File: config.mk
export PLATFORM = sky130hd
export DESIGN_NAME = mem_arbiter
export DESIGN_NICKNAME = d
export VERILOG_FILES = /design/src/rtl/mem_arb_pkg.sv /design/src/rtl/rr_pick.sv /design/src/rtl/mem_arbiter.sv
export SDC_FILE = /design/constraint.sdc
export NUM_CORES = 1
export LEC_CHECK = 0
export ABC_AREA = 0
export BUFFER_PORTS_ARGS = -buffer_cell sky130_fd_sc_hd__buf_2
export CAP_MARGIN = 40
export CORE_AREA = 3 3 117 119
export DETAILED_ROUTE_END_ITERATION = 12
export DIE_AREA = 0 0 120 122
export PLACE_DENSITY_LB_ADDON = 0.15
export REMOVE_ABC_BUFFERS = 1
export SLEW_MARGIN = 20
export SYNTH_ARGS = -nofsm -noshare
export SYNTH_HDL_FRONTEND = slang
export SYNTH_HIERARCHICAL = 1
export SYNTH_SLANG_ARGS = --single-unit
File: constraint.sdc
create_clock -name i_clk -period 2.8 [get_ports i_clk]
set_input_delay 0.42 -clock i_clk [delete_from_list [all_inputs] [get_ports i_clk]]
set_output_delay 0.42 -clock i_clk [all_outputs]
set_load 0.005 [all_outputs]
File: src/rtl/mem_arb_pkg.sv
// Shared types and constants for the two-requester memory bus arbiter.
package mem_arb_pkg;

  typedef enum logic [1:0] {
    StIdle,
    StBusy,
    StLocked
  } arb_state_e;

  localparam int unsigned NUM_REQ = 2;
  localparam logic        REQ0    = 1'b0;
  localparam logic        REQ1    = 1'b1;

endpackage

File: src/rtl/rr_pick.sv
// Combinational round-robin pick: a lone requester wins, a tie goes to the
// requester that did not own the bus last.
module rr_pick
  import mem_arb_pkg::*;
(
  input  logic [NUM_REQ-1:0] req,
  input  logic               last_owner,
  output logic [NUM_REQ-1:0] winner
);

  always_comb begin
    winner = '0;
    unique case (req)
      2'b01:   winner = 2'b01;
      2'b10:   winner = 2'b10;
      2'b11:   winner = (last_owner == REQ0) ? 2'b10 : 2'b01;
      default: winner = '0;
    endcase
  end

endmodule

File: src/rtl/mem_arbiter.sv
// Shares one memory port between two requesters: one outstanding access,
// round-robin on ties, and a lock that keeps ownership across an RMW pair.
module mem_arbiter
  import mem_arb_pkg::*;
#(
  parameter int unsigned ADDR_W = 32,
  parameter int unsigned DATA_W = 32
) (
  input  logic               i_clk,
  input  logic               i_rst,
  input  logic [NUM_REQ-1:0] i_req,
  input  logic [NUM_REQ-1:0] i_we,
  input  logic [NUM_REQ-1:0] i_lock,
  input  logic [2:0]         i_f3_0,
  input  logic [2:0]         i_f3_1,
  input  logic [ADDR_W-1:0]  i_addr_0,
  input  logic [ADDR_W-1:0]  i_addr_1,
  input  logic [DATA_W-1:0]  i_wdata_0,
  input  logic [DATA_W-1:0]  i_wdata_1,
  output logic [NUM_REQ-1:0] o_ack,
  output logic [DATA_W-1:0]  o_rdata,
  output logic [NUM_REQ-1:0] o_gnt,
  output logic               o_mem_req,
  output logic               o_mem_we,
  output logic [2:0]         o_mem_f3,
  output logic [ADDR_W-1:0]  o_mem_addr,
  output logic [DATA_W-1:0]  o_mem_wdata,
  input  logic               i_mem_ack,
  input  logic [DATA_W-1:0]  i_mem_rdata,
  output logic               o_stray_ack
);

  arb_state_e           state_q, state_d;
  logic                 owner_q, owner_d;
  logic                 last_owner_q, last_owner_d;
  logic [NUM_REQ-1:0]   gnt_q, gnt_d;
  logic                 we_q, we_d;
  logic [2:0]           f3_q, f3_d;
  logic [ADDR_W-1:0]    addr_q, addr_d;
  logic [DATA_W-1:0]    wdata_q, wdata_d;
  logic                 stray_q;

  logic [NUM_REQ-1:0]   winner;
  logic                 capture;
  logic                 cap_idx;
  logic                 mem_done;

  rr_pick u_rr_pick (
    .req        (i_req),
    .last_owner (last_owner_q),
    .winner     (winner)
  );

  assign mem_done = (state_q == StBusy) && i_mem_ack;

  always_comb begin
    state_d      = state_q;
    owner_d      = owner_q;
    last_owner_d = last_owner_q;
    gnt_d        = gnt_q;
    we_d         = we_q;
    f3_d         = f3_q;
    addr_d       = addr_q;
    wdata_d      = wdata_q;
    capture      = 1'b0;
    cap_idx      = owner_q;

    unique case (state_q)
      StIdle: begin
        if (winner[REQ0]) begin
          capture = 1'b1;
          cap_idx = REQ0;
        end else if (winner[REQ1]) begin
          capture = 1'b1;
          cap_idx = REQ1;
        end
      end
      StBusy: begin
        if (i_mem_ack) begin
          if (i_lock[owner_q]) begin
            state_d = StLocked;
          end else begin
            state_d = StIdle;
            gnt_d   = '0;
          end
        end
      end
      StLocked: begin
        // Only the lock holder is considered; the other requester waits.
        if (i_req[owner_q]) begin
          capture = 1'b1;
          cap_idx = owner_q;
        end else if (!i_lock[owner_q]) begin
          state_d = StIdle;
          gnt_d   = '0;
        end
      end
      default: begin
        state_d = StIdle;
        gnt_d   = '0;
      end
    endcase

    if (capture) begin
      state_d      = StBusy;
      owner_d      = cap_idx;
      last_owner_d = cap_idx;
      gnt_d        = (cap_idx == REQ1) ? 2'b10 : 2'b01;
      we_d         = i_we[cap_idx];
      f3_d         = (cap_idx == REQ1) ? i_f3_1 : i_f3_0;
      addr_d       = (cap_idx == REQ1) ? i_addr_1 : i_addr_0;
      wdata_d      = (cap_idx == REQ1) ? i_wdata_1 : i_wdata_0;
    end
  end

  always_ff @(posedge i_clk or posedge i_rst) begin
    if (i_rst) begin
      state_q      <= StIdle;
      owner_q      <= REQ0;
      last_owner_q <= REQ1;
      gnt_q        <= '0;
      we_q         <= 1'b0;
      f3_q         <= '0;
      addr_q       <= '0;
      wdata_q      <= '0;
      stray_q      <= 1'b0;
    end else begin
      state_q      <= state_d;
      owner_q      <= owner_d;
      last_owner_q <= last_owner_d;
      gnt_q        <= gnt_d;
      we_q         <= we_d;
      f3_q         <= f3_d;
      addr_q       <= addr_d;
      wdata_q      <= wdata_d;
      if (i_mem_ack && (state_q != StBusy)) begin
        stray_q <= 1'b1;
      end
    end
  end

  always_comb begin
    o_ack = '0;
    if (mem_done) begin
      o_ack = (owner_q == REQ1) ? 2'b10 : 2'b01;
    end
  end

  assign o_rdata     = mem_done ? i_mem_rdata : '0;
  assign o_gnt       = gnt_q;
  assign o_mem_req   = (state_q == StBusy);
  assign o_mem_we    = we_q;
  assign o_mem_f3    = f3_q;
  assign o_mem_addr  = addr_q;
  assign o_mem_wdata = wdata_q;
  assign o_stray_ack = stray_q;

endmodule

======== After elaboration in Yosys (flattened, before gate mapping) ========
Cells that the tools add are included.
storage, ports and cells
  flip-flop bits (word level) ............. 75
  input bits .............................. 175
  output and inout bits ................... 106
  word-level logic and storage cells ...... 59
cells by class
  $lt $le $gt $ge ......................... 2
  equal/unequal tests ..................... 10
  multiplexer cells ....................... 33
  reductions and logical operators ........ 5
operators with widths
  cell                count
  $mux 32             3
  $mux 2              13
  $pmux 2 s3          3
  $mux 1              12
  $eq 2x2->1 const B  3
  $ne 3x3->1 const B  2
  $eq 2x1->1 const B  2
  $lt 1x2->1 const B  2
  $reduce_and 4->1    1
  $mux 3              1
  $ne 3x1->1 const B  1
  $reduce_and 3->1    1
  $logic_and 1x1->1   2
  $logic_not 2->1     1
  $ne 2x1->1 const B  1
  $ne 2x2->1 const B  1
  $pmux 1 s2          1

======== Longest topological paths before layout ========
Gate-level depths: netlist of the first run.
  depth after elaboration ................. 7
  depth in mapped cells ................... 9
  depth with buffers taken out ............ 5

======== By module ========
The synthesis of the first run kept the hierarchy.
by module, submodules not included
  module       instances  cells each  area an instance (um^2)  seq. area each (um^2)
  mem_arbiter  1          482         5,074.9                  1,878.1
  rr_pick      1          3           18.8                     0.0

======== Worst setup path before layout of the first run ========
No wires, ideal clock.
  path kind ............................... register to register
  start point ............................. register last_owner_q
  end point ............................... register addr_q[0], in the netlist o_mem_addr[0]
  setup time .............................. 0.135 ns
  data arrival time ....................... 1.622 ns
  required time ........................... 2.665 ns
  slack ................................... 1.042 ns
  cell stages (with the launch flop) ...... 7
  path buffers ............................ 2
  clock period less this slack ............ 1.758 ns
  cell sequence ........................... dfstp_2 > a21boi_0 > o21ai_1 > o21a_1 > buf_6 > buf_8 > o31ai_4
between the ends
  word-level cells in the longest chain between the ends .. 6
  elaborated cells between the ends (all ways) .. 9
  classes of those cells .................. mux (9)
ends and longest elaborated chain
  item                    RTL line            RTL
  start, declared         mem_arbiter.sv:35   logic last_owner_q, last_owner_d;
  start signal, assigned  mem_arbiter.sv:130  last_owner_q <= last_owner_d;
  $mux 2 (*)              rr_pick.sv:16       2'b11: winner = (last_owner == REQ0) ? 2'b10 : 2'b01;
  $pmux 2 s3 (*)          rr_pick.sv:13       unique case (req)
  via winner[1]           mem_arbiter.sv:43   logic [NUM_REQ-1:0] winner;
  $mux 1                  mem_arbiter.sv:73   end else if (winner[REQ1]) begin
  $mux 1                  mem_arbiter.sv:70   if (winner[REQ0]) begin
  $mux 1                  --
  $mux 32                 mem_arbiter.sv:111  addr_d = (cap_idx == REQ1) ? i_addr_1 : i_addr_0;
  end signal, assigned    mem_arbiter.sv:134  addr_q <= addr_d;
  end, declared           mem_arbiter.sv:39   logic [ADDR_W-1:0] addr_q, addr_d;
Mark *: on every way through the listed nets, which the timed path passes. The rest lies on a longest branch.
A chain may end at the register's enable or synchronous reset.

======== Worst setup path in the final report of the first run ========
  start point ............................. register state_q[1]
  end point ............................... output port o_rdata[7]
between the ends
  word-level cells in the longest chain between the ends .. 3
ends and longest elaborated chain
  item                    RTL line            RTL
  start, declared         mem_arbiter.sv:33   arb_state_e state_q, state_d;
  start signal, assigned  mem_arbiter.sv:118  state_q <= StIdle;
  start signal, assigned  mem_arbiter.sv:128  state_q <= state_d;
  $eq 2x1->1              mem_arbiter.sv:54   assign mem_done = (state_q == StBusy) && i_mem_ack;
  $logic_and 1x1->1       mem_arbiter.sv:54
  $mux 32                 mem_arbiter.sv:149  assign o_rdata = mem_done ? i_mem_rdata : '0;
  end, declared           mem_arbiter.sv:21   output logic [DATA_W-1:0] o_rdata,
No other way between the ends.

==> results of run 1 <==
-- cell usage in the layout (no fill, tap or decap), types with 3 or more instances in the layout --
master / instances
sky130_fd_sc_hd__o31ai_4: 40
sky130_fd_sc_hd__ha_1: 3
sky130_fd_sc_hd__buf_2: 280
sky130_fd_sc_hd__clkbuf_16: 9
sky130_fd_sc_hd__nor3_1: 68
sky130_fd_sc_hd__a21oi_1: 68
sky130_fd_sc_hd__buf_12: 4
sky130_fd_sc_hd__dfrtp_1: 74
sky130_fd_sc_hd__buf_4: 15
sky130_fd_sc_hd__o31ai_2: 28
sky130_fd_sc_hd__and3_1: 33
sky130_fd_sc_hd__o211ai_1: 70
sky130_fd_sc_hd__inv_1: 4
-- metal layers --
layer	GRT usage	part of all wire
met1	0.294	0.40
met2	0.420	0.51
met3	0.0669	0.084
met4	0.0594	0.014
met5	0	0.00072
-- flip-flops by register name (all words and copies together) (netlist names) --
name          cells
state_q           2
o_stray_ack       1
owner_q           1
last_owner_q      1
o_gnt             2
o_mem_addr       32
o_mem_wdata      32
o_mem_we          1
o_mem_f3          3
-- worst register-to-register path, stage by stage (launching register included) --
cell	delay, ns
sky130_fd_sc_hd__dfstp_2	0.53
sky130_fd_sc_hd__a21boi_0	0.08
sky130_fd_sc_hd__buf_4	0.16
sky130_fd_sc_hd__o21ai_4	0.15
sky130_fd_sc_hd__buf_4	0.21
sky130_fd_sc_hd__buf_4	0.58
sky130_fd_sc_hd__o211ai_1	0.29
sky130_fd_sc_hd__o31ai_4	0.10
-- report_power, final --
part	leakage [nW]	switching, W	total, W	internal, W
Sequential	0.910	0.000332	0.00199	0.00166
Clock	0.146	0.000454	0.00120	0.000742
Combinational	2.13	0.00310	0.00533	0.00223
Total	3.18	0.00389	0.00852	0.00463
-- worst max path at each step --
| stage | start | to | cells past startpoint |
|---|---|---|---|
| after global routing | state_q[1] | o_rdata[31] | 5 |
| after global placement | i_req[1] | o_mem_wdata[25] | 8 |
| final | state_q[1] | o_rdata[7] | 5 |
| after floorplan | last_owner_q | o_gnt[0] | 4 |
| after CTS | state_q[1] | o_rdata[31] | 4 |
| after detailed placement | i_req[1] | o_mem_f3[2] | 8 |
-- logic make-up (layout without fill, tap and decap cells) --
group | Yosys count | after routing | synth area share
AOI/OAI and AO/OA | 221 | 221 | 0.426
muxes | 3 | 3 | 0.00884
adders and majority gates | 3 | 3 | 0.00737
buffers and inverters | 73 | 322 | 0.0717
DFF | 75 | 75 | 0.369
and+or+nand+nor | 110 | 110 | 0.117
-- area by class of cell --
type | count | area, um^2 | area share
clock buffer | 13 | 260 | 0.0377
inverter | 6 | 23.8 | 0.00344
timing repair buffer | 300 | 1610 | 0.232
multi-input combinational | 337 | 2880 | 0.417
tap | 172 | 215 | 0.0312
clock inverter | 3 | 46.3 | 0.00670
sequential | 75 | 1880 | 0.272
-- metrics by stage --
step           area (um^2)  total power, W  setup TNS (ns)  setup WS [ns]
2_1_floorplan         4750         0.00533         -290.57          -4.29
3_3_place_gp          6590         0.00723               0          0.580
3_5_place_dp          6590         0.00736               0          0.557
4_1_cts               6900         0.00857               0          0.259
5_1_grt               6910         0.00910               0          0.276
6_report              6910         0.00852               0          0.405
==> impl_metrics.env, run 1 <==
export IMPL_power_ir_vdd_worst_v=0.000579
export IMPL_htreeDepth=3
export IMPL_layout_nets=907
export IMPL_chipHeight_um=122
export IMPL_worst_hold_slack_ns=0.175
export IMPL_setup_viol=0
export IMPL_chipWidth_um=120
export IMPL_antenna_violating_nets_post_route=0
export IMPL_detailroute_via_count=5146
export IMPL_synth_commonest_cells="sky130_fd_sc_hd__dfrtp_1 (74), sky130_fd_sc_hd__o211ai_1 (70), sky130_fd_sc_hd__a21oi_1 (68), sky130_fd_sc_hd__nor3_1 (68), sky130_fd_sc_hd__clkbuf_1 (48)"
export IMPL_design_die_area_um2=14600
export IMPL_layout_drive_gt1_share=0.535
export IMPL_delay_contributed_by_the_slowest_stage_of_the_critical_path_ns=0.53
export IMPL_wire_length_per_cell_after_detailed_routing_um=20.0
export IMPL_postSynthCellCount=485
export IMPL_drc=0
export IMPL_unrepaired_setup_endpoints_after_global_routing="false"
export IMPL_synth_seq_area_share=0.369
export IMPL_cts_reportedPaths_clkPinSlew_ns=0.06
export IMPL_pwr_density_cell_nw_per_um2=1230
export IMPL_timing_max_cap_violations=0
export IMPL_worst_path_dominant_cell_family="adder cells"
export IMPL_core_region_area_um2=12700
export IMPL_synth_top_cell_area_share=0.364
export IMPL_antenna_diodes=0
export IMPL_final_min_period_over_clock_period=0.855
export IMPL_fp_row_count=41
export IMPL_slew_headroom=0.519
export IMPL_clock_tree_root_cell="sky130_fd_sc_hd__clkbuf_16"
export IMPL_cts_buffer_depth=2
export IMPL_rr_startpoint="last_owner_q"
export IMPL_filler_cell_count=1175
export IMPL_port_buffers=280
export IMPL_routed_via_density=5.68
export IMPL_path_max_fanout=22
export IMPL_synthDistinctLibCells=38
export IMPL_worst_r2r_endpoint="o_mem_f3[2]"
export IMPL_num_io_pins=281
export IMPL_postSynth_topFlopCell="sky130_fd_sc_hd__dfrtp_1"
export IMPL_rr_worst_depth=7
export IMPL_buffer_and_inverter_count_on_the_worst_path=3
export IMPL_rrSetupSlack_ns=0.60
export IMPL_initial_core_util=0.402
export IMPL_pin_count_of_the_biggest_net_entering_global_routing=60
export IMPL_wirelength_mm=18.1
export IMPL_area_growth_pct=35.6
export IMPL_maxClockFrequency_ghz=0.418
export IMPL_number_of_global_route_vias_before_repair=5248
export IMPL_globalplace_congestion=0.815
export IMPL_drt_pre_antenna_iters=4
export IMPL_cts_buffers=9
export IMPL_run_status="finished, final reports clean"
export IMPL_clock_tree_from_tritoncts="yes"
export IMPL_synthTopCellsByArea="sky130_fd_sc_hd__dfrtp_1 (36%), sky130_fd_sc_hd__o31ai_4 (17%), sky130_fd_sc_hd__o211ai_1 (10%), sky130_fd_sc_hd__o31ai_2 (6.9%), sky130_fd_sc_hd__a21oi_1 (6.7%)"
export IMPL_antenna_violations_before_repair=1
export IMPL_grt_overflow_total=0
export IMPL_post_synth_instance_area_um2=5090
export IMPL_grt_use_total=0.240
export IMPL_synthesis_area_per_instance_um2=10.5
export IMPL_cts_hold_buf=0
export IMPL_cp_data_arrival_time_ns=1.98
export IMPL_cts_sinks=75
export IMPL_ys_async_sr_fraction=1.00
export IMPL_initialDrtViolationCount=292
export IMPL_maxSlewViolCount=0
export IMPL_critical_path_cell_chain="inv_1 -> ha_1 -> buf_6 -> and3_1 -> buf_2"
export IMPL_setup_buffers_after_cts=0
export IMPL_yosysWarnings=6
export IMPL_layout_cells_non_filler=906
export IMPL_final_standard_cell_utilization_of_the_core=0.545
export IMPL_critPathSlowestCell="sky130_fd_sc_hd__ha_1"
export IMPL_period_needed_ns=2.40
export IMPL_critical_path_endpoint_type="output port"
export IMPL_final_hold_fails=0
export IMPL_min_delay_path_class="in -> async"
export IMPL_post_synth_top_count_cell="sky130_fd_sc_hd__dfrtp_1"
export IMPL_grt_pass1_wl_mm=27.9
export IMPL_detailed_place_hpwl_mm=12.7
export IMPL_synth_enable_flop_cells=0
export IMPL_crit_required_ns=2.38
export IMPL_yosys_area_top_type="sky130_fd_sc_hd__dfrtp_1"
export IMPL_timing_worst_slew_pin_value_ns=0.721
export IMPL_power_leakage_nw=3.18
export IMPL_synth_seq_cells=75
export IMPL_setup_skew_ns=0.00494
export IMPL_critical_path_startpoint_type="register"
export IMPL_placed_cell_count=889
export IMPL_post_cts_resized_instances=0
export IMPL_clk_latency_ns=0.33
export IMPL_path_class="reg -> out"
No activity file was read; power rests on OpenSTA's default activity.
==> inputs of run 2 (changes only) <==
--- a/config.mk
+++ b/config.mk
@@ -10,5 +10,5 @@
 export CAP_MARGIN = 40
-export CORE_AREA = 3 3 117 119
+export CORE_AREA = 8 8 122 124
 export DETAILED_ROUTE_END_ITERATION = 12
-export DIE_AREA = 0 0 120 122
+export DIE_AREA = 0 0 130 132
 export PLACE_DENSITY_LB_ADDON = 0.15
==> constraint.sdc (replaced) <==
create_clock -name i_clk -period 2.8 [get_ports i_clk]
set_input_delay 0.28 -clock i_clk [delete_from_list [all_inputs] [get_ports i_clk]]
set_output_delay 0.28 -clock i_clk [all_outputs]
set_load 0.005 [all_outputs]
==> impl_metrics.env, run 2 (synthesis results as in run 1) <==
export IMPL_period_needed_ns=2.42
export IMPL_pin_count_of_the_biggest_net_entering_global_routing=72
export IMPL_initial_core_util=0.392
export IMPL_timing_max_cap_violations=0
export IMPL_critical_path_endpoint_type="register"
export IMPL_path_class="reg -> reg"
export IMPL_final_hold_fails=0
export IMPL_critPathSlowestCell="sky130_fd_sc_hd__buf_4"
export IMPL_layout_nets=906
export IMPL_maxClockFrequency_ghz=0.414
export IMPL_core_region_area_um2=13000
export IMPL_p_seq_frac=0.235
export IMPL_share_comb_of_total_power=0.634
export IMPL_globalplace_congestion=0.915
export IMPL_clock_tree_from_tritoncts="yes"
export IMPL_finalInstanceArea_um2=6870
export IMPL_layout_commonest_cell="sky130_fd_sc_hd__buf_2"
export IMPL_drc=0
export IMPL_rr_worst_depth=5
export IMPL_timing_worst_slew_pin_value_ns=0.803
export IMPL_antenna_violations_before_repair=0
export IMPL_filler_cell_count=1231
export IMPL_wire_length_per_cell_after_detailed_routing_um=20.7
export IMPL_clock_tree_root_cell="sky130_fd_sc_hd__clkbuf_16"
export IMPL_critical_path_depth=5
export IMPL_grt_pass1_wl_mm=29.4
export IMPL_cts_buffer_depth=2
export IMPL_run_status="finished, final reports clean"
export IMPL_design_die_area_um2=17200
export IMPL_total_switching_power_w=0.00389
export IMPL_worst_hold_slack_ns=0.269
export IMPL_cts_hold_buf=1
export IMPL_chipWidth_um=130
export IMPL_clk_latency_ns=0.33
export IMPL_dpl_instance_area_um2=6570
export IMPL_layout_drive_gt1_share=0.533
export IMPL_worst_r2r_endpoint="last_owner_q"
export IMPL_detailroute_via_count=5159
export IMPL_fp_row_count=42
export IMPL_initialDrtViolationCount=268
export IMPL_power_ir_vdd_worst_v=0.000487
export IMPL_power_leakage_nw=3.17
export IMPL_unrepaired_setup_endpoints_after_global_routing="false"
export IMPL_total_power_w=0.00843
export IMPL_grt_use_total=0.214
export IMPL_wirelength_mm=18.8
export IMPL_detailed_place_hpwl_mm=13.3
export IMPL_routed_via_density=5.68
export IMPL_final_standard_cell_utilization_of_the_core=0.529
export IMPL_dpl_worst_slack_ns=0.441
export IMPL_setup_viol=0
export IMPL_area_growth_pct=34.9
export IMPL_delay_contributed_by_the_slowest_stage_of_the_critical_path_ns=0.67
export IMPL_slew_headroom=0.464
export IMPL_buffer_and_inverter_count_on_the_worst_path=1
export IMPL_rr_startpoint="last_owner_q"
export IMPL_relative_contribution_of_the_clock_network_to_total_power=0.131
export IMPL_cts_sinks=75
export IMPL_crit_required_ns=3.05
export IMPL_grt_overflow_total=0
export IMPL_htreeDepth=3
export IMPL_rrSetupSlack_ns=0.38
export IMPL_pwr_density_cell_nw_per_um2=1230
export IMPL_setup_buffers_after_cts=0
export IMPL_maxSlewViolCount=0
export IMPL_setup_skew_ns=0.00717
export IMPL_final_min_period_over_clock_period=0.863
export IMPL_drt_pre_antenna_iters=4
export IMPL_source_of_the_critical_timing_path="last_owner_q"
export IMPL_critical_path_cell_chain="a21boi_0 -> o21ai_4 -> buf_4 -> o21ai_1 -> mux2_1"
export IMPL_port_buffers=280
export IMPL_post_cts_resized_instances=0
export IMPL_critical_path_startpoint_type="register"
export IMPL_worstHoldStart="i_wdata_1[9]"
export IMPL_antenna_violating_nets_post_route=0
export IMPL_min_delay_path_class="in -> reg"
export IMPL_cts_buffers=9
export IMPL_num_io_pins=281
export IMPL_cp_data_arrival_time_ns=2.67
export IMPL_worstSetupEndpoint="last_owner_q"
export IMPL_cts_reportedPaths_clkPinSlew_ns=0.06
export IMPL_p_int_w=0.00454
export IMPL_worst_path_dominant_cell_family="compound AO/OA/AOI/OAI gates"
export IMPL_sw_frac_of_total=0.461
export IMPL_layout_cells_most_common_list="sky130_fd_sc_hd__buf_2 (280), sky130_fd_sc_hd__dfrtp_1 (74), sky130_fd_sc_hd__o211ai_1 (70)"
export IMPL_final_critical_path_setup_slack_ns=0.384
export IMPL_path_max_fanout=71
export IMPL_number_of_global_route_vias_before_repair=5735
export IMPL_chipHeight_um=132
-- run 2: worst min-delay path by stage --
stage	end	slack (ns)	cells past startpoint
2_1_floorplan	o_stray_ack	0.40	1
3_3_place_gp	o_mem_wdata[31]	0.30	2
6_report	o_mem_wdata[9]	0.27	3
4_1_cts	o_mem_wdata[5]	0.26	3
3_5_place_dp	o_mem_wdata[31]	0.30	2
5_1_grt	o_mem_wdata[11]	0.27	3
-- run 2: power groups by stage --
stage          Sequential, W  Combinational, W  Clock [W]
3_3_place_gp         0.00198           0.00524          0
3_5_place_dp         0.00199           0.00538          0
4_1_cts              0.00198           0.00539    0.00112
2_1_floorplan        0.00199           0.00334          0
5_1_grt              0.00204           0.00577    0.00117
6_report             0.00198           0.00534    0.00110
-- run 2: cell type report --
type / count / area, um^2 / share of cell area
Tap cell: 176 / 220 / 0.0320
Inverter: 6 / 23.8 / 0.00346
Multi-Input combinational cell: 337 / 2880 / 0.419
Clock buffer: 14 / 274 / 0.0399
Timing Repair Buffer: 299 / 1590 / 0.231
Clock inverter: 1 / 7.51 / 0.00109
Antenna cell: 1 / 2.50 / 0.000364
Sequential cell: 75 / 1880 / 0.273
-- run 2: metrics by stage --
step	TNS [ns]	std cells
floorplan	-290.57	418
global placement	0	891
detailed placement	0	891
CTS	0	907
global route	0	908
finish	0	909
-- run 2: per-layer routing --
| metal | up-vias | GRT usage | part of all wire |
|---|---|---|---|
| met5 | - | 0 | 0 |
| met4 | 0 | 0.0788 | 0.024 |
| met3 | 32 | 0.0667 | 0.093 |
| met2 | 245 | 0.365 | 0.50 |
| met1 | 2515 | 0.242 | 0.39 |
| li1 | 2367 | - | - |
-- run 2: tightest hold or removal path, cell delays in order --
cell and delay (ns):
sky130_fd_sc_hd__buf_2 0.08, sky130_fd_sc_hd__nor3_1 0.05, sky130_fd_sc_hd__o31ai_2 0.16
==> inputs of run 3 (changes only) <==
Settings changed: PLACE_DENSITY_LB_ADDON 0.15 to 0.05.
==> impl_metrics.env, run 3 (synthesis results as in run 1) <==
export IMPL_cts_buffer_depth=2
export IMPL_critical_path_startpoint_type="register"
export IMPL_min_delay_path_class="in -> async"
export IMPL_slew_headroom=0.549
export IMPL_clock_tree_from_tritoncts="yes"
export IMPL_grt_use_total=0.216
export IMPL_antenna_violating_nets_post_route=0
export IMPL_layout_commonest_cell="sky130_fd_sc_hd__buf_2"
export IMPL_critPathSlowestCell="sky130_fd_sc_hd__dfstp_2"
export IMPL_timing_worst_slew_pin_value_ns=0.676
export IMPL_maxClockFrequency_ghz=0.451
export IMPL_dpl_worst_slack_ns=0.603
export IMPL_layout_cells_most_common_list="sky130_fd_sc_hd__buf_2 (280), sky130_fd_sc_hd__dfrtp_1 (74), sky130_fd_sc_hd__o211ai_1 (70)"
export IMPL_layout_drive_gt1_share=0.537
export IMPL_chipWidth_um=130
export IMPL_final_hold_fails=0
export IMPL_globalplace_congestion=0.826
export IMPL_p_seq_frac=0.234
export IMPL_path_class="reg -> reg"
export IMPL_rrSetupSlack_ns=0.58
export IMPL_clock_tree_root_cell="sky130_fd_sc_hd__clkbuf_16"
export IMPL_design_die_area_um2=17200
export IMPL_power_leakage_nw=3.19
export IMPL_wirelength_mm=18.7
export IMPL_post_cts_resized_instances=0
export IMPL_chipHeight_um=132
export IMPL_critical_path_cell_chain="a21boi_0 -> buf_4 -> o21ai_4 -> buf_4 -> buf_4 -> o211ai_1 -> o31ai_4"
export IMPL_placed_cell_count=894
export IMPL_setup_total_negative_slack_ns=0
export IMPL_p_int_w=0.00460
export IMPL_unrepaired_setup_endpoints_after_global_routing="false"
export IMPL_fp_row_count=42
export IMPL_final_min_period_over_clock_period=0.792
export IMPL_port_buffers=280
export IMPL_routed_via_density=5.64
export IMPL_cts_reportedPaths_clkPinSlew_ns=0.06
export IMPL_cp_data_arrival_time_ns=2.46
export IMPL_cts_buffers=9
export IMPL_setup_buffers_after_cts=0
export IMPL_cts_sinks=75
export IMPL_buffer_and_inverter_count_on_the_worst_path=3
export IMPL_path_max_fanout=38
export IMPL_grt_overflow_total=0
export IMPL_crit_required_ns=3.04
export IMPL_critical_path_endpoint_type="register"
export IMPL_detailed_place_hpwl_mm=13.2
export IMPL_total_switching_power_w=0.00388
export IMPL_pin_count_of_the_biggest_net_entering_global_routing=60
export IMPL_core_region_area_um2=13000
export IMPL_area_growth_pct=35.8
export IMPL_grt_pass1_wl_mm=29.7
export IMPL_initial_core_util=0.392
export IMPL_pwr_density_cell_nw_per_um2=1230
export IMPL_setup_viol=0
export IMPL_sw_frac_of_total=0.458
export IMPL_layout_cells_non_filler=912
export IMPL_worst_path_dominant_cell_family="buffers and inverters"
export IMPL_number_of_global_route_vias_before_repair=5664
export IMPL_layout_nets=907
export IMPL_register_area_um2=1880
export IMPL_drt_pre_antenna_iters=4
export IMPL_wire_length_per_cell_after_detailed_routing_um=20.5
export IMPL_final_critical_path_setup_slack_ns=0.582
export IMPL_initialDrtViolationCount=303
export IMPL_drc=0
export IMPL_relative_contribution_of_the_clock_network_to_total_power=0.138
export IMPL_clk_latency_ns=0.33
export IMPL_multi_input_comb_area_um2=2880
export IMPL_delay_contributed_by_the_slowest_stage_of_the_critical_path_ns=0.53
export IMPL_antenna_violations_before_repair=2
export IMPL_cts_hold_buf=0
export IMPL_period_needed_ns=2.22
export IMPL_run_status="finished, final reports clean"
export IMPL_power_ir_vdd_worst_v=0.000728
export IMPL_detailroute_via_count=5141
export IMPL_num_io_pins=281
export IMPL_maxSlewViolCount=0
export IMPL_share_comb_of_total_power=0.628
export IMPL_filler_cell_count=1229
export IMPL_timing_max_cap_violations=0
export IMPL_htreeDepth=3
export IMPL_setup_skew_ns=0.00472
export IMPL_timing_critical_path_mode_cell="sky130_fd_sc_hd__buf_4"
[run 3: cell type report]
class | count | share of cell area
multi-input cells | 337 | 0.416
flip-flops and latches | 75 | 0.272
repair buffers | 300 | 0.233
clock buffers | 11 | 0.0351
well taps | 176 | 0.0318
clock inverters | 5 | 0.00760
inverters | 6 | 0.00344
diodes | 2 | 0.000724
[run 3: stage by stage]
| stage | hold WS (ns) | instance area, um^2 | total power [W] | util |
|---|---|---|---|---|
| 6_report | 0.00601 | 6920 | 0.00848 | 0.533 |
| 5_1_grt | 0.0644 | 6920 | 0.00906 | 0.533 |
| 4_1_cts | 0.0298 | 6910 | 0.00858 | 0.532 |
| 3_5_place_dp | 0.395 | 6620 | 0.00740 | 0.510 |
| 3_3_place_gp | 0.401 | 6620 | 0.00727 | 0.510 |
| 2_1_floorplan | 0.397 | 4750 | 0.00533 | - |
[run 3: routing by layer]
| layer | GRT usage | up-vias | wire length [um] | share of wire |
|---|---|---|---|---|
| met5 | 0 | - | 0 | 0 |
| met4 | 0.0852 | 0 | 482 | 0.026 |
| met3 | 0.0518 | 34 | 1600 | 0.085 |
| met2 | 0.373 | 230 | 9370 | 0.50 |
| met1 | 0.249 | 2510 | 7230 | 0.39 |
| li1 | - | 2367 | - | - |
[run 3: power groups by stage]
stage	clock [W]	sequential [W]	combinational, W
3_5_place_dp	0	0.00200	0.00540
2_1_floorplan	0	0.00199	0.00334
4_1_cts	0.00119	0.00199	0.00540
3_3_place_gp	0	0.00199	0.00528
6_report	0.00117	0.00199	0.00533
5_1_grt	0.00124	0.00205	0.00577
[run 3: worst paths after layout]
path,start,end,cells past startpoint
min in group i_clk,i_wdata_1[12],o_mem_wdata[12],3
worst min register to register,o_stray_ack,o_stray_ack,1
worst max-delay path,last_owner_q,o_mem_addr[7],7
worst min-delay path,i_rst,o_mem_addr[19],2
worst max register to register,last_owner_q,o_mem_addr[7],7
max in group asynchronous,i_rst,o_mem_addr[14],3
